[src/rtl/lsu_pkg.sv]
// Shared definitions for the load/store unit.
// funct3 codes, FSM state encoding, error bit indices and the request bundle.
package lsu_pkg;

    localparam logic [2:0] F3_B  = 3'b000;
    localparam logic [2:0] F3_H  = 3'b001;
    localparam logic [2:0] F3_W  = 3'b010;
    localparam logic [2:0] F3_BU = 3'b100;
    localparam logic [2:0] F3_HU = 3'b101;

    localparam logic [2:0] ST_IDLE = 3'd0;
    localparam logic [2:0] ST_ERR  = 3'd1;
    localparam logic [2:0] ST_RD   = 3'd2;
    localparam logic [2:0] ST_EXT  = 3'd3;
    localparam logic [2:0] ST_MRG  = 3'd4;
    localparam logic [2:0] ST_WR   = 3'd5;

    typedef enum logic [2:0] {
        S_IDLE = ST_IDLE,
        S_ERR  = ST_ERR,
        S_RD   = ST_RD,
        S_EXT  = ST_EXT,
        S_MRG  = ST_MRG,
        S_WR   = ST_WR
    } state_t;

    localparam int ERR_MIS = 0;
    localparam int ERR_ILL = 1;
    localparam int ERR_OOR = 2;

    typedef struct packed {
        logic        we;
        logic [2:0]  funct3;
        logic [31:0] addr;
        logic [31:0] wdata;
    } lsu_req_t;

endpackage

[src/rtl/lsu_align.sv]
// Byte-lane logic: load extraction with sign/zero extension and sub-word store merge.
// Ports: word (memory word), wdata (store lanes), funct3, lane -> ldata, mdata.
module lsu_align
    import lsu_pkg::*;
(
    input  logic [31:0] word,
    input  logic [15:0] wdata,
    input  logic [2:0]  funct3,
    input  logic [1:0]  lane,
    output logic [31:0] ldata,
    output logic [31:0] mdata
);

    logic [7:0]  byte_sel;
    logic [15:0] half_sel;

    assign byte_sel = word[{lane, 3'b000} +: 8];
    assign half_sel = lane[1] ? word[31:16] : word[15:0];

    always_comb begin
        ldata = '0;
        unique case (funct3)
            F3_B:    ldata = {{24{byte_sel[7]}}, byte_sel};
            F3_BU:   ldata = {24'h0, byte_sel};
            F3_H:    ldata = {{16{half_sel[15]}}, half_sel};
            F3_HU:   ldata = {16'h0, half_sel};
            F3_W:    ldata = word;
            default: ldata = '0;
        endcase
    end

    always_comb begin
        mdata = word;
        unique case (funct3)
            F3_B: mdata[{lane, 3'b000} +: 8] = wdata[7:0];
            F3_H: begin
                if (lane[1]) mdata[31:16] = wdata;
                else         mdata[15:0]  = wdata;
            end
            default: mdata = word;
        endcase
    end

endmodule

[src/rtl/lsu_ctrl.sv]
// Load/store unit in front of a word-wide synchronous data memory.
// Ports: req_* from execute, resp_* back to core, dmem_* to data memory.
module lsu_ctrl
    import lsu_pkg::*;
#(
    parameter int DMEM_BYTES = 4096
) (
    input  logic        clk,
    input  logic        rst,
    input  logic        req_valid,
    output logic        req_ready,
    input  logic        req_we,
    input  logic [2:0]  req_funct3,
    input  logic [31:0] req_addr,
    input  logic [31:0] req_wdata,
    output logic        resp_valid,
    output logic [31:0] resp_rdata,
    output logic [2:0]  resp_err,
    output logic        dmem_load,
    output logic        dmem_store,
    output logic [31:0] dmem_addr,
    output logic [31:0] dmem_wdata,
    input  logic [31:0] dmem_rdata
);

    localparam logic [31:0] DMEM_LIMIT = 32'(DMEM_BYTES);

    state_t     state, state_d;
    lsu_req_t   req_q;
    logic       accept;
    logic [2:0] err_d;
    logic       mis, ill;
    logic       rv_d;
    logic [31:0] rdata_d;
    logic [2:0]  rerr_d;
    logic [31:0] ldata, mdata;

    assign req_ready  = (state == S_IDLE);
    assign accept     = req_valid && req_ready;
    assign dmem_load  = (state == S_RD);
    assign dmem_store = (state == S_WR);
    assign dmem_addr  = {req_q.addr[31:2], 2'b00};
    assign dmem_wdata = req_q.wdata;

    lsu_align u_align (
        .word   (dmem_rdata),
        .wdata  (req_q.wdata[15:0]),
        .funct3 (req_q.funct3),
        .lane   (req_q.addr[1:0]),
        .ldata  (ldata),
        .mdata  (mdata)
    );

    // Illegal funct3 masks the other two causes.
    always_comb begin
        mis = 1'b0;
        ill = 1'b0;
        unique case (req_funct3)
            F3_B:    mis = 1'b0;
            F3_H:    mis = req_addr[0];
            F3_W:    mis = |req_addr[1:0];
            F3_BU:   ill = req_we;
            F3_HU: begin
                ill = req_we;
                mis = req_addr[0];
            end
            default: ill = 1'b1;
        endcase
        err_d = '0;
        if (ill) begin
            err_d[ERR_ILL] = 1'b1;
        end else begin
            err_d[ERR_MIS] = mis;
            err_d[ERR_OOR] = (req_addr >= DMEM_LIMIT);
        end
    end

    always_comb begin
        state_d = state;
        rv_d    = 1'b0;
        rdata_d = '0;
        rerr_d  = '0;
        unique case (state)
            S_IDLE: begin
                if (accept) begin
                    if (|err_d) begin
                        // Fault response goes out in the ERR cycle itself.
                        state_d = S_ERR;
                        rv_d    = 1'b1;
                        rerr_d  = err_d;
                    end else if (!req_we) begin
                        state_d = S_RD;
                    end else if (req_funct3 == F3_W) begin
                        state_d = S_WR;
                    end else begin
                        state_d = S_RD;
                    end
                end
            end
            S_ERR: state_d = S_IDLE;
            S_RD:  state_d = req_q.we ? S_MRG : S_EXT;
            S_EXT: begin
                state_d = S_IDLE;
                rv_d    = 1'b1;
                rdata_d = ldata;
            end
            S_MRG: state_d = S_WR;
            S_WR: begin
                state_d = S_IDLE;
                rv_d    = 1'b1;
            end
            default: state_d = S_IDLE;
        endcase
    end

    always_ff @(posedge clk or posedge rst) begin
        if (rst) begin
            state      <= S_IDLE;
            req_q      <= '0;
            resp_valid <= 1'b0;
            resp_rdata <= '0;
            resp_err   <= '0;
        end else begin
            state      <= state_d;
            resp_valid <= rv_d;
            resp_rdata <= rdata_d;
            resp_err   <= rerr_d;
            if (accept) begin
                req_q <= '{we: req_we, funct3: req_funct3,
                           addr: req_addr, wdata: req_wdata};
            end else if (state == S_MRG) begin
                req_q.wdata <= mdata;
            end
        end
    end

endmodule

[config.mk]
export PLATFORM = sky130hd
export DESIGN_NAME = lsu_ctrl
export DESIGN_NICKNAME = d
export VERILOG_FILES = /design/src/rtl/lsu_pkg.sv /design/src/rtl/lsu_align.sv /design/src/rtl/lsu_ctrl.sv
export SDC_FILE = /design/constraint.sdc
export NUM_CORES = 1
export LEC_CHECK = 0
export ABC_CLOCK_PERIOD_IN_PS = 7700
export BUFFER_PORTS_ARGS = -buffer_cell sky130_fd_sc_hd__buf_2
export CORE_MARGIN = 2
export CORE_UTILIZATION = 56
export DETAILED_ROUTE_END_ITERATION = 16
export PLACE_DENSITY = 0.95
export SYNTH_ARGS = -nofsm -noshare
export SYNTH_HDL_FRONTEND = slang
export SYNTH_HIERARCHICAL = 1
export SYNTH_SLANG_ARGS = --single-unit
[constraint.sdc]
create_clock -name clk -period 7.7 [get_ports clk]
set_clock_uncertainty 0.05 [all_clocks]
set_input_delay 0.385 -clock clk [delete_from_list [all_inputs] [get_ports clk]]
set_output_delay 0.385 -clock clk [all_outputs]
set_load 0.02 [all_outputs]
==> impl_metrics.json, run 1 <==
{
  "cpMaxStageDelayCell": "dfrtp_1",
  "ys_types": 55,
  "crit_type": "flip-flop to flip-flop",
  "clock_path_buffers": 2,
  "synth-seq-cells": 107,
  "critical-path-top-delay-family": "flip-flops",
  "cp_slowest_stage_delay_ns": 0.63,
  "die_width_um": 110,
  "core_sq_um": 10900,
  "async_flop_share": 1.00,
  "worstPathRequired_ns": 7.89,
  "min_period_ns": 2.57,
  "die_y_um": 110,
  "drv_cap": 0,
  "diodes": 0,
  "globalRouteMet2Util": 0.438,
  "fin_tns_setup_ns": 0,
  "place_congestion": 0.941,
  "power.density_nw_per_um2": 219,
  "ys.flop_type": "dfrtp_1",
  "cp_data_arrival_time_ns": 2.75,
  "max_slew_margin": 0.346,
  "outcome": "finished clean",
  "cts_setup_buffers": 0,
  "dr.pass1.iters": 9,
  "htreeDepth": 3,
  "use_met1": 0.379,
  "wl_per_cell_um": 20.2,
  "drc_errors": 0,
  "place_ws_ns": 5.27,
  "irDropWorstVdd_v": 0.000122,
  "nNetsFinal": 833,
  "top_usage_layer": "met2",
  "grt_use_met3": 0.0800,
  "power_leakage_nw": 3.59,
  "clock_sinks": 107,
  "tightest_slew_ns": 0.981,
  "clk_latency_ns": 0.35,
  "endpoint_kind": "flip-flop",
  "clock.fmax_mhz": 389,
  "rsz0062_at_grt": "no",
  "synth_area_sq_um": 6310,
  "synth-edff-count": 0,
  "grt_start_max_net_pins": 56,
  "slew_violations": 0,
  "cp_cell_sequence": "inv_1 -> ha_1 -> nor4b_1 -> and4_1 -> a221o_1 -> a22oi_1 -> nand2_1",
  "setup_ws_ns": 5.13,
  "grt_usage": 0.286,
  "avgSynthCellArea_sq_um": 10.4,
  "clockRootBuffer": "clkbuf_16",
  "grt_pass1_vias": 4892,
  "hp-class": "primary input to async pin",
  "hold_viol": 0,
  "cts_resized": 0,
  "cp_max_fo": 14,
  "num_vias": 5398,
  "vias_per_cell": 6.20,
  "drt_wl_total_um": 17600,
  "hold_buffers": 0,
  "grt_overflow": 0,
  "syn_inst": 609,
  "core.rowCount": 38,
  "io_pins": 206,
  "hpwl_um": 12800,
  "design.die.area_sq_um": 12100,
  "io_buffers": 203,
  "drt-initial-drc-count": 827,
  "ys_warn_count": 6,
  "final_cell_mix": "buf_2 (203), dfrtp_1 (107), nand2_1 (75)",
  "start_util": 0.577,
  "drive_above_1_share": 0.353,
  "final_common_cell": "buf_2",
  "setup_viol": 0,
  "seq_area_frac_synth": 0.424,
  "worstSetupStartpointType": "flip-flop",
  "syn2layout_area_growth_pct": 13.0,
  "clk_pin_slew_ns": 0.08,
  "fin_crit_sh": 0.333,
  "fill_cells": 844,
  "grt_pass1_wl_um": 26100,
  "path_buf_inv": 1,
  "cts_made_buffers": 9,
  "cts_tree": "yes",
  "antenna_found_initial": 0,
  "ant_nets": 0
}
worst paths after layout:
path	cells after the start	end	from	slack, ns
max reg2reg	7	dmem_wdata[12]$_DFFE_PP0P_	req_q[32]$_DFFE_PP0P_	5.13
max	7	dmem_wdata[12]$_DFFE_PP0P_	req_q[32]$_DFFE_PP0P_	5.13
max in group asynchronous	3	dmem_wdata[2]$_DFFE_PP0P_	rst	6.40
min reg2reg	2	dmem_wdata[28]$_DFFE_PP0P_	dmem_wdata[28]$_DFFE_PP0P_	0.42
min	2	dmem_wdata[29]$_DFFE_PP0P_	rst	0.08
min in group clk	2	dmem_addr[2]$_DFFE_PP0P_	req_addr[2]	0.19
power by group:
group	switching [W]	leakage (nW)	internal, W	total, W
Clock	0.000226	0.152	0.000246	0.000472
Combinational	0.000252	2.08	0.000167	0.000419
Sequential	0.0000567	1.35	0.000612	0.000669
Total	0.000535	3.59	0.00103	0.00156
routing by layer:
metal,vias up,share of wire
met3,73,0.12
met1,2534,0.38
li1,2374,-
met2,417,0.47
met4,0,0.041
met5,-,0
sequential cells by signal, indices dropped and copies added (netlist names):
name and flops:
resp_valid 1, req_q 6, dmem_wdata 32, state 3, resp_rdata 32, resp_err 3, dmem_addr 30
through the flow:
| stage | cell area (sq um) | hold slack [ns] | power (W) | utilization | std cells |
|---|---|---|---|---|---|
| after floorplan | 6310 | 0.397 | 0.00101 | - | 610 |
| after CTS | 7130 | 0.103 | 0.00155 | 0.652 | 870 |
| after global routing | 7130 | 0.145 | 0.00163 | 0.652 | 870 |
| after detailed placement | 6820 | 0.408 | 0.00109 | 0.624 | 854 |
| final | 7130 | 0.0790 | 0.00156 | 0.652 | 870 |
| after global placement | 6820 | 0.404 | 0.00107 | 0.624 | 854 |
Yosys cell counts (all sizes together), types with 6 or more instances:
cell,number,area share
dfrtp,107,0.42
buf,103,0.12
nand2,75,0.045
mux2,53,0.095
a22oi,51,0.061
and2,46,0.046
a221o,23,0.036
a22o,18,0.025
a211oi,16,0.019
o21ai,16,0.013
nor2,11,0.0069
nor2b,9,0.0089
a21oi,8,0.0063
mux2i,8,0.013
nor4,6,0.0059
kinds of logic (layout without fill, tap and decap cells):
| family | count (synthesis) | in the layout | synth area share |
|---|---|---|---|
| flops | 107 | 107 | 0.424 |
| fa+ha+maj | 5 | 5 | 0.00991 |
| other cells | 1 | 2 | 0.000594 |
| buf+inv | 113 | 233 | 0.122 |
| simple gates | 177 | 177 | 0.155 |
| mux | 62 | 62 | 0.111 |
| compound gates | 144 | 144 | 0.177 |
final cells by class:
cell class | instances | area [sq um] | share of cell area
Tap cell | 140 | 175 | 0.0246
Timing Repair Buffer | 212 | 1080 | 0.152
Sequential cell | 107 | 2680 | 0.376
Clock inverter | 5 | 53.8 | 0.00755
Multi-Input combinational cell | 390 | 2870 | 0.402
Clock buffer | 11 | 253 | 0.0354
Inverter | 5 | 21.3 | 0.00298
worst reg2reg max path, stage by stage, from the launching register on:
cell	delay, ns
dfrtp_1	0.63
inv_1	0.20
ha_1	0.37
nor4b_1	0.17
and4_1	0.38
a221o_1	0.39
a22oi_1	0.19
nand2_1	0.07
Power figures use the tool's default switching activity.
==> inputs of run 2 (changes only) <==
- ABC_AREA: unset -> 1
- ABC_CLOCK_PERIOD_IN_PS: 7700 -> 2500
- CORE_UTILIZATION: 56 -> 53
- PLACE_DENSITY: 0.95 -> 0.91
- clock period: 7.7 -> 2.5 ns (I/O delays scaled with it)
==> impl_metrics.json, run 2 <==
{
  "ys_types": 28,
  "setup_viol": 0,
  "worstPathRequired_ns": 2.75,
  "synth-edff-count": 0,
  "yosysMostFrequentCell": "nand2_1",
  "synth_top_cell_by_area": "dfrtp_1",
  "slew_violations": 0,
  "whs_ns": 0.0114,
  "drt-initial-drc-count": 1021,
  "cp_slowest_stage_delay_ns": 0.47,
  "hpwl_um": 15600,
  "start_util": 0.542,
  "power.density_nw_per_um2": 1170,
  "io_pins": 206,
  "worstSetupStartpointType": "flip-flop",
  "htreeDepth": 3,
  "wl_per_cell_um": 15.9,
  "drive_above_1_share": 0.198,
  "max_slew_margin": 0.592,
  "vias_per_cell": 5.33,
  "async_flop_share": 1.00,
  "grt_usage": 0.321,
  "fin_tns_setup_ns": 0,
  "clk_latency_ns": 0.36,
  "place_congestion": 0.969,
  "grt_pass1_vias": 6972,
  "avgSynthCellArea_sq_um": 6.61,
  "syn_inst": 1082,
  "cts_resized": 0,
  "dr.pass1.iters": 5,
  "fin_crit_sh": 0.875,
  "hold_viol": 0,
  "num_vias": 7685,
  "syn2layout_area_growth_pct": 20.2,
  "core.rowCount": 42,
  "nNetsFinal": 1366,
  "critical-path-top-delay-family": "simple AND/OR/NAND/NOR gates",
  "synth_top_area_frac": 0.374,
  "clock_sinks": 107,
  "synth_area_sq_um": 7150,
  "tightest_slew_ns": 0.612,
  "die_width_um": 120,
  "cts_made_buffers": 9,
  "clockRootBuffer": "clkbuf_16",
  "clock.fmax_mhz": 457,
  "endpoint_kind": "flip-flop",
  "hp-class": "primary input to flip-flop",
  "antenna_found_initial": 1,
  "core_sq_um": 13200,
  "drc_errors": 0,
  "outcome": "finished clean",
  "cp_max_fo": 13,
  "synth-seq-cells": 107,
  "min_period_ns": 2.19,
  "drt_wl_total_um": 23000,
  "cpMaxStageDelayCell": "nor2_1",
  "path_buf_inv": 2,
  "final_cell_mix": "nand2_1 (389), buf_2 (203), nor2_1 (122)",
  "crit_type": "flip-flop to flip-flop",
  "seq_area_frac_synth": 0.374,
  "cp_cell_sequence": "inv_1 -> ha_1 -> inv_1 -> nor2_1 -> nand3_1 -> nand2_1 -> nand2_1 -> nand3_1 -> nand2_1 -> nand3_1",
  "cts_tree": "yes",
  "design.die.area_sq_um": 14400,
  "grt_start_max_net_pins": 108,
  "irDropWorstVdd_v": 0.000835,
  "yosys-top-cells-count": "nand2_1 (389), nor2_1 (122), inv_1 (111)",
  "rsz0062_at_grt": "no",
  "drv_cap": 0,
  "ant_nets": 0,
  "power_leakage_nw": 4.80,
  "yosys-top-cells-area": "dfrtp_1 (37%), nand2_1 (20%), buf_4 (8.0%)",
  "ys.flop_type": "dfrtp_1",
  "clock_path_buffers": 2,
  "clk_pin_slew_ns": 0.07,
  "fill_cells": 1167,
  "io_buffers": 203,
  "ys_warn_count": 6,
  "die_y_um": 120,
  "grt_overflow": 0,
  "grt_pass1_wl_um": 36100,
  "cp_data_arrival_time_ns": 2.44,
  "final_common_cell": "nand2_1"
}
-- run 2: cell types whose count changed after synthesis, sizes merged, moves of 38 or more --
cell,delta
nor2,+115
nand2,+316
o21ai,+38
inv,+111
and2,-46
a22oi,-51
a21oi,+61
nand3,+86
mux2,-53
-- run 2: cells by family (layout without fill, tap and decap cells) --
group | Yosys count | after routing | synth area share
compound gates | 130 | 130 | 0.0945
simple gates | 611 | 611 | 0.347
flops | 107 | 107 | 0.374
other cells | 1 | 5 | 0.000524
buf+inv | 228 | 408 | 0.175
fa+ha+maj | 5 | 5 | 0.00875
-- run 2: path summary, 6_finish.rpt --
kind / from / to / slack [ns] / cells after the start
worst max-delay path: req_q[32]$_DFFE_PP0P_ / dmem_wdata[23]$_DFFE_PP0P_ / 0.31 / 10
worst min-delay path: req_addr[25] / dmem_addr[25]$_DFFE_PP0P_ / 0.01 / 3
worst max register to register: req_q[32]$_DFFE_PP0P_ / dmem_wdata[23]$_DFFE_PP0P_ / 0.31 / 10
worst min register to register: dmem_addr[19]$_DFFE_PP0P_ / dmem_addr[19]$_DFFE_PP0P_ / 0.42 / 2
max in group asynchronous: rst / req_q[33]$_DFFE_PP0P_ / 1.52 / 4
min in group asynchronous: rst / dmem_addr[10]$_DFFE_PP0P_ / 0.45 / 4
-- run 2: where the power goes --
part           internal (W)  switching, W
registers           0.00230      0.000590
clock network      0.000734      0.000652
logic               0.00180       0.00396
total               0.00483       0.00521
-- run 2: cell type report --
type / count / area (sq um) / area share
antenna: 3 / 7.51 / 0.000873
clock buffer: 13 / 260 / 0.0303
clock inverter: 3 / 22.5 / 0.00262
inverter: 116 / 442 / 0.0514
multi-input combinational: 748 / 3230 / 0.376
sequential: 107 / 2680 / 0.312
tap: 176 / 220 / 0.0256
timing repair buffer: 276 / 1740 / 0.202
-- run 2: tightest hold or removal path, stage by stage --
cell and delay (ns):
buf_2 0.09, inv_1 0.06, o21ai_0 0.09
-- run 2: stage by stage --
step | cells | cell area (sq um) | setup WS (ns) | total power [W] | util
after floorplan | 1083 | 7160 | 0.632 | 0.00769 | -
final | 1442 | 8600 | 0.311 | 0.0100 | 0.652
after CTS | 1439 | 8590 | 0.369 | 0.00986 | 0.651
after global routing | 1440 | 8590 | 0.196 | 0.0108 | 0.651
after global placement | 1364 | 7720 | 0.471 | 0.00829 | 0.585
after detailed placement | 1364 | 7720 | 0.403 | 0.00839 | 0.585
-- run 2: routing by layer --
layer | vias up | track usage | share of wire
met3 | 105 | 0.0594 | 0.10
met2 | 514 | 0.491 | 0.45
met4 | 0 | 0.172 | 0.051
met1 | 3432 | 0.431 | 0.40
met5 | - | 0 | 0
li1 | 3634 | - | -
-- run 2: what timing repair did --
action | CTS | global route
hold endpoints to repair | 165 | 0
setup buffers | 0 | 0
hold buffers | 59 | 0
==> inputs of run 3 (changes only) <==
- HOLD_SLACK_MARGIN: unset -> 0.08
==> impl_metrics.json, run 3 (synthesis results as in run 2) <==
{
  "grt_use_met3": 0.0604,
  "core_sq_um": 13200,
  "place_congestion": 0.969,
  "clockRootBuffer": "clkbuf_16",
  "io_buffers": 203,
  "ant_nets": 0,
  "cp_max_fo": 21,
  "drt_wl_total_um": 23300,
  "fin_tns_setup_ns": 0,
  "holdPathEnd": "dmem_wdata[16]$_DFFE_PP0P_",
  "num_vias": 7714,
  "use_met1": 0.434,
  "r2r_slack_ns": 0.18,
  "drv_cap": 0,
  "power_leakage_nw": 4.86,
  "dpl_cell_area_sq_um": 7720,
  "endpoint_kind": "flip-flop",
  "clock_sinks": 107,
  "io_pins": 206,
  "rr_endpoint": "dmem_wdata[5]$_DFFE_PP0P_",
  "clock.fmax_mhz": 430,
  "cp_data_arrival_time_ns": 2.58,
  "final_cell_mix": "nand2_1 (388), buf_2 (203), nor2_1 (122)",
  "globalRouteMet2Util": 0.500,
  "grt_usage": 0.325,
  "drt-initial-drc-count": 1059,
  "final_common_cell": "nand2_1",
  "layout.cells.non_filler": 1456,
  "hold_viol": 0,
  "drive_above_1_share": 0.200,
  "power_w": 0.0101,
  "fin_crit_sh": 0.930,
  "dp_cells": 1364,
  "dr.pass1.iters": 5,
  "clk_latency_ns": 0.36,
  "stdcell_area_sq_um": 8760,
  "whs_ns": 0.0927,
  "wl_per_cell_um": 16.0,
  "slew_violations": 0,
  "worstSetupStartpointType": "flip-flop",
  "core.rowCount": 42,
  "rsz0062_at_grt": "no",
  "drc_errors": 0,
  "worst_hold_startpoint": "dmem_rdata[16]",
  "hold-path-cell-count": 5,
  "crit_type": "flip-flop to flip-flop",
  "tightest_slew_ns": 0.617,
  "grt_pass1_wl_um": 36700,
  "start_util": 0.542,
  "grt_pass1_vias": 7128,
  "reg2regPathDepth": 10,
  "design.die.area_sq_um": 14400,
  "max_slew_margin": 0.588,
  "vias_per_cell": 5.30,
  "cts_tree": "yes",
  "fill_cells": 1124,
  "grt_start_max_net_pins": 108,
  "syn2layout_area_growth_pct": 22.5,
  "top_usage_layer": "met2",
  "hpwl_um": 15600,
  "hp-class": "primary input to flip-flop",
  "die_y_um": 120,
  "worstPathRequired_ns": 2.75,
  "outcome": "finished clean",
  "r2r-start": "req_q[33]$_DFFE_PP0P_",
  "die_width_um": 120,
  "irDropWorstVdd_v": 0.000819,
  "cts_made_buffers": 9,
  "htreeDepth": 3,
  "antenna_found_initial": 1,
  "nNetsFinal": 1382,
  "clock_path_buffers": 2,
  "power.density_nw_per_um2": 1160,
  "grt_overflow": 0,
  "setup_viol": 0,
  "min_period_ns": 2.32,
  "clk_pin_slew_ns": 0.08
}
run 3: cell count changes in the layout (fill, tap and decap cells not counted), sizes merged:
| cell | previous run | this run |
|---|---|---|
| buf | 217 | 220 |
| clkinvlp | 1 | 2 |
| diode | 3 | 1 |
| dlygate4sd3 | 59 | 72 |
| inv | 115 | 114 |
run 3: critical path, stage by stage, from the launching register on:
cell and delay [ns]:
dfrtp_2 0.51, inv_6 0.18, ha_2 0.30, inv_1 0.10, nand2_2 0.13, o21ai_0 0.17, nand2_1 0.07, nand3_1 0.07
nand2_1 0.05, nand3_1 0.09, dlygate4sd3_1 0.54
run 3: cell type report:
class	count	area [sq um]	share of cell area
Tap cell	176	220	0.0251
Inverter	116	453	0.0517
Timing Repair Buffer	292	1890	0.216
Sequential cell	107	2680	0.306
Multi-Input combinational cell	748	3230	0.369
Antenna cell	1	2.50	0.000286
Clock buffer	13	260	0.0297
Clock inverter	3	22.5	0.00257
run 3: per-stage QoR:
| step | setup slack [ns] | utilization |
|---|---|---|
| CTS | 0.0219 | 0.661 |
| global route | 0.00679 | 0.664 |
| detailed placement | 0.403 | 0.585 |
| global placement | 0.471 | 0.585 |
| finish | 0.175 | 0.664 |
| floorplan | 0.632 | - |
run 3: report_power, final:
| part | internal, W | leakage (nW) | switching, W |
|---|---|---|---|
| logic | 0.00187 | 3.35 | 0.00401 |
| registers | 0.00230 | 1.38 | 0.000594 |
| clock network | 0.000734 | 0.140 | 0.000641 |
| total | 0.00491 | 4.86 | 0.00524 |
run 3: how the worst max path moves through the flow:
stage                            endpoint                  start  cells after the start  slack, ns
6_report        dmem_wdata[5]$_DFFE_PP0P_  req_q[33]$_DFFE_PP0P_                     10       0.18
5_1_grt         dmem_wdata[5]$_DFFE_PP0P_  req_q[65]$_DFFE_PP0P_                      9      0.007
4_1_cts         dmem_wdata[5]$_DFFE_PP0P_  req_q[32]$_DFFE_PP0P_                      9       0.02
3_5_place_dp   dmem_wdata[23]$_DFFE_PP0P_  req_q[33]$_DFFE_PP0P_                     10       0.40
3_3_place_gp   dmem_wdata[23]$_DFFE_PP0P_  req_q[32]$_DFFE_PP0P_                     10       0.47
2_1_floorplan  dmem_wdata[19]$_DFFE_PP0P_  req_q[33]$_DFFE_PP0P_                     12       0.63
run 3: metal layers:
layer	wire length, um	vias up
li1	-	3661
met1	9290	3445
met2	10600	524
met3	2330	84
met4	1060	0
met5	0	-
run 3: what timing repair did:
| action | CTS | global route |
|---|---|---|
| endpoints found under the setup margin | 0 | 2 |
| hold buffers | 72 | 0 |
| resized for setup | 0 | 8 |
| setup buffers | 0 | 3 |
| endpoints found under the hold margin | 179 | 0 |
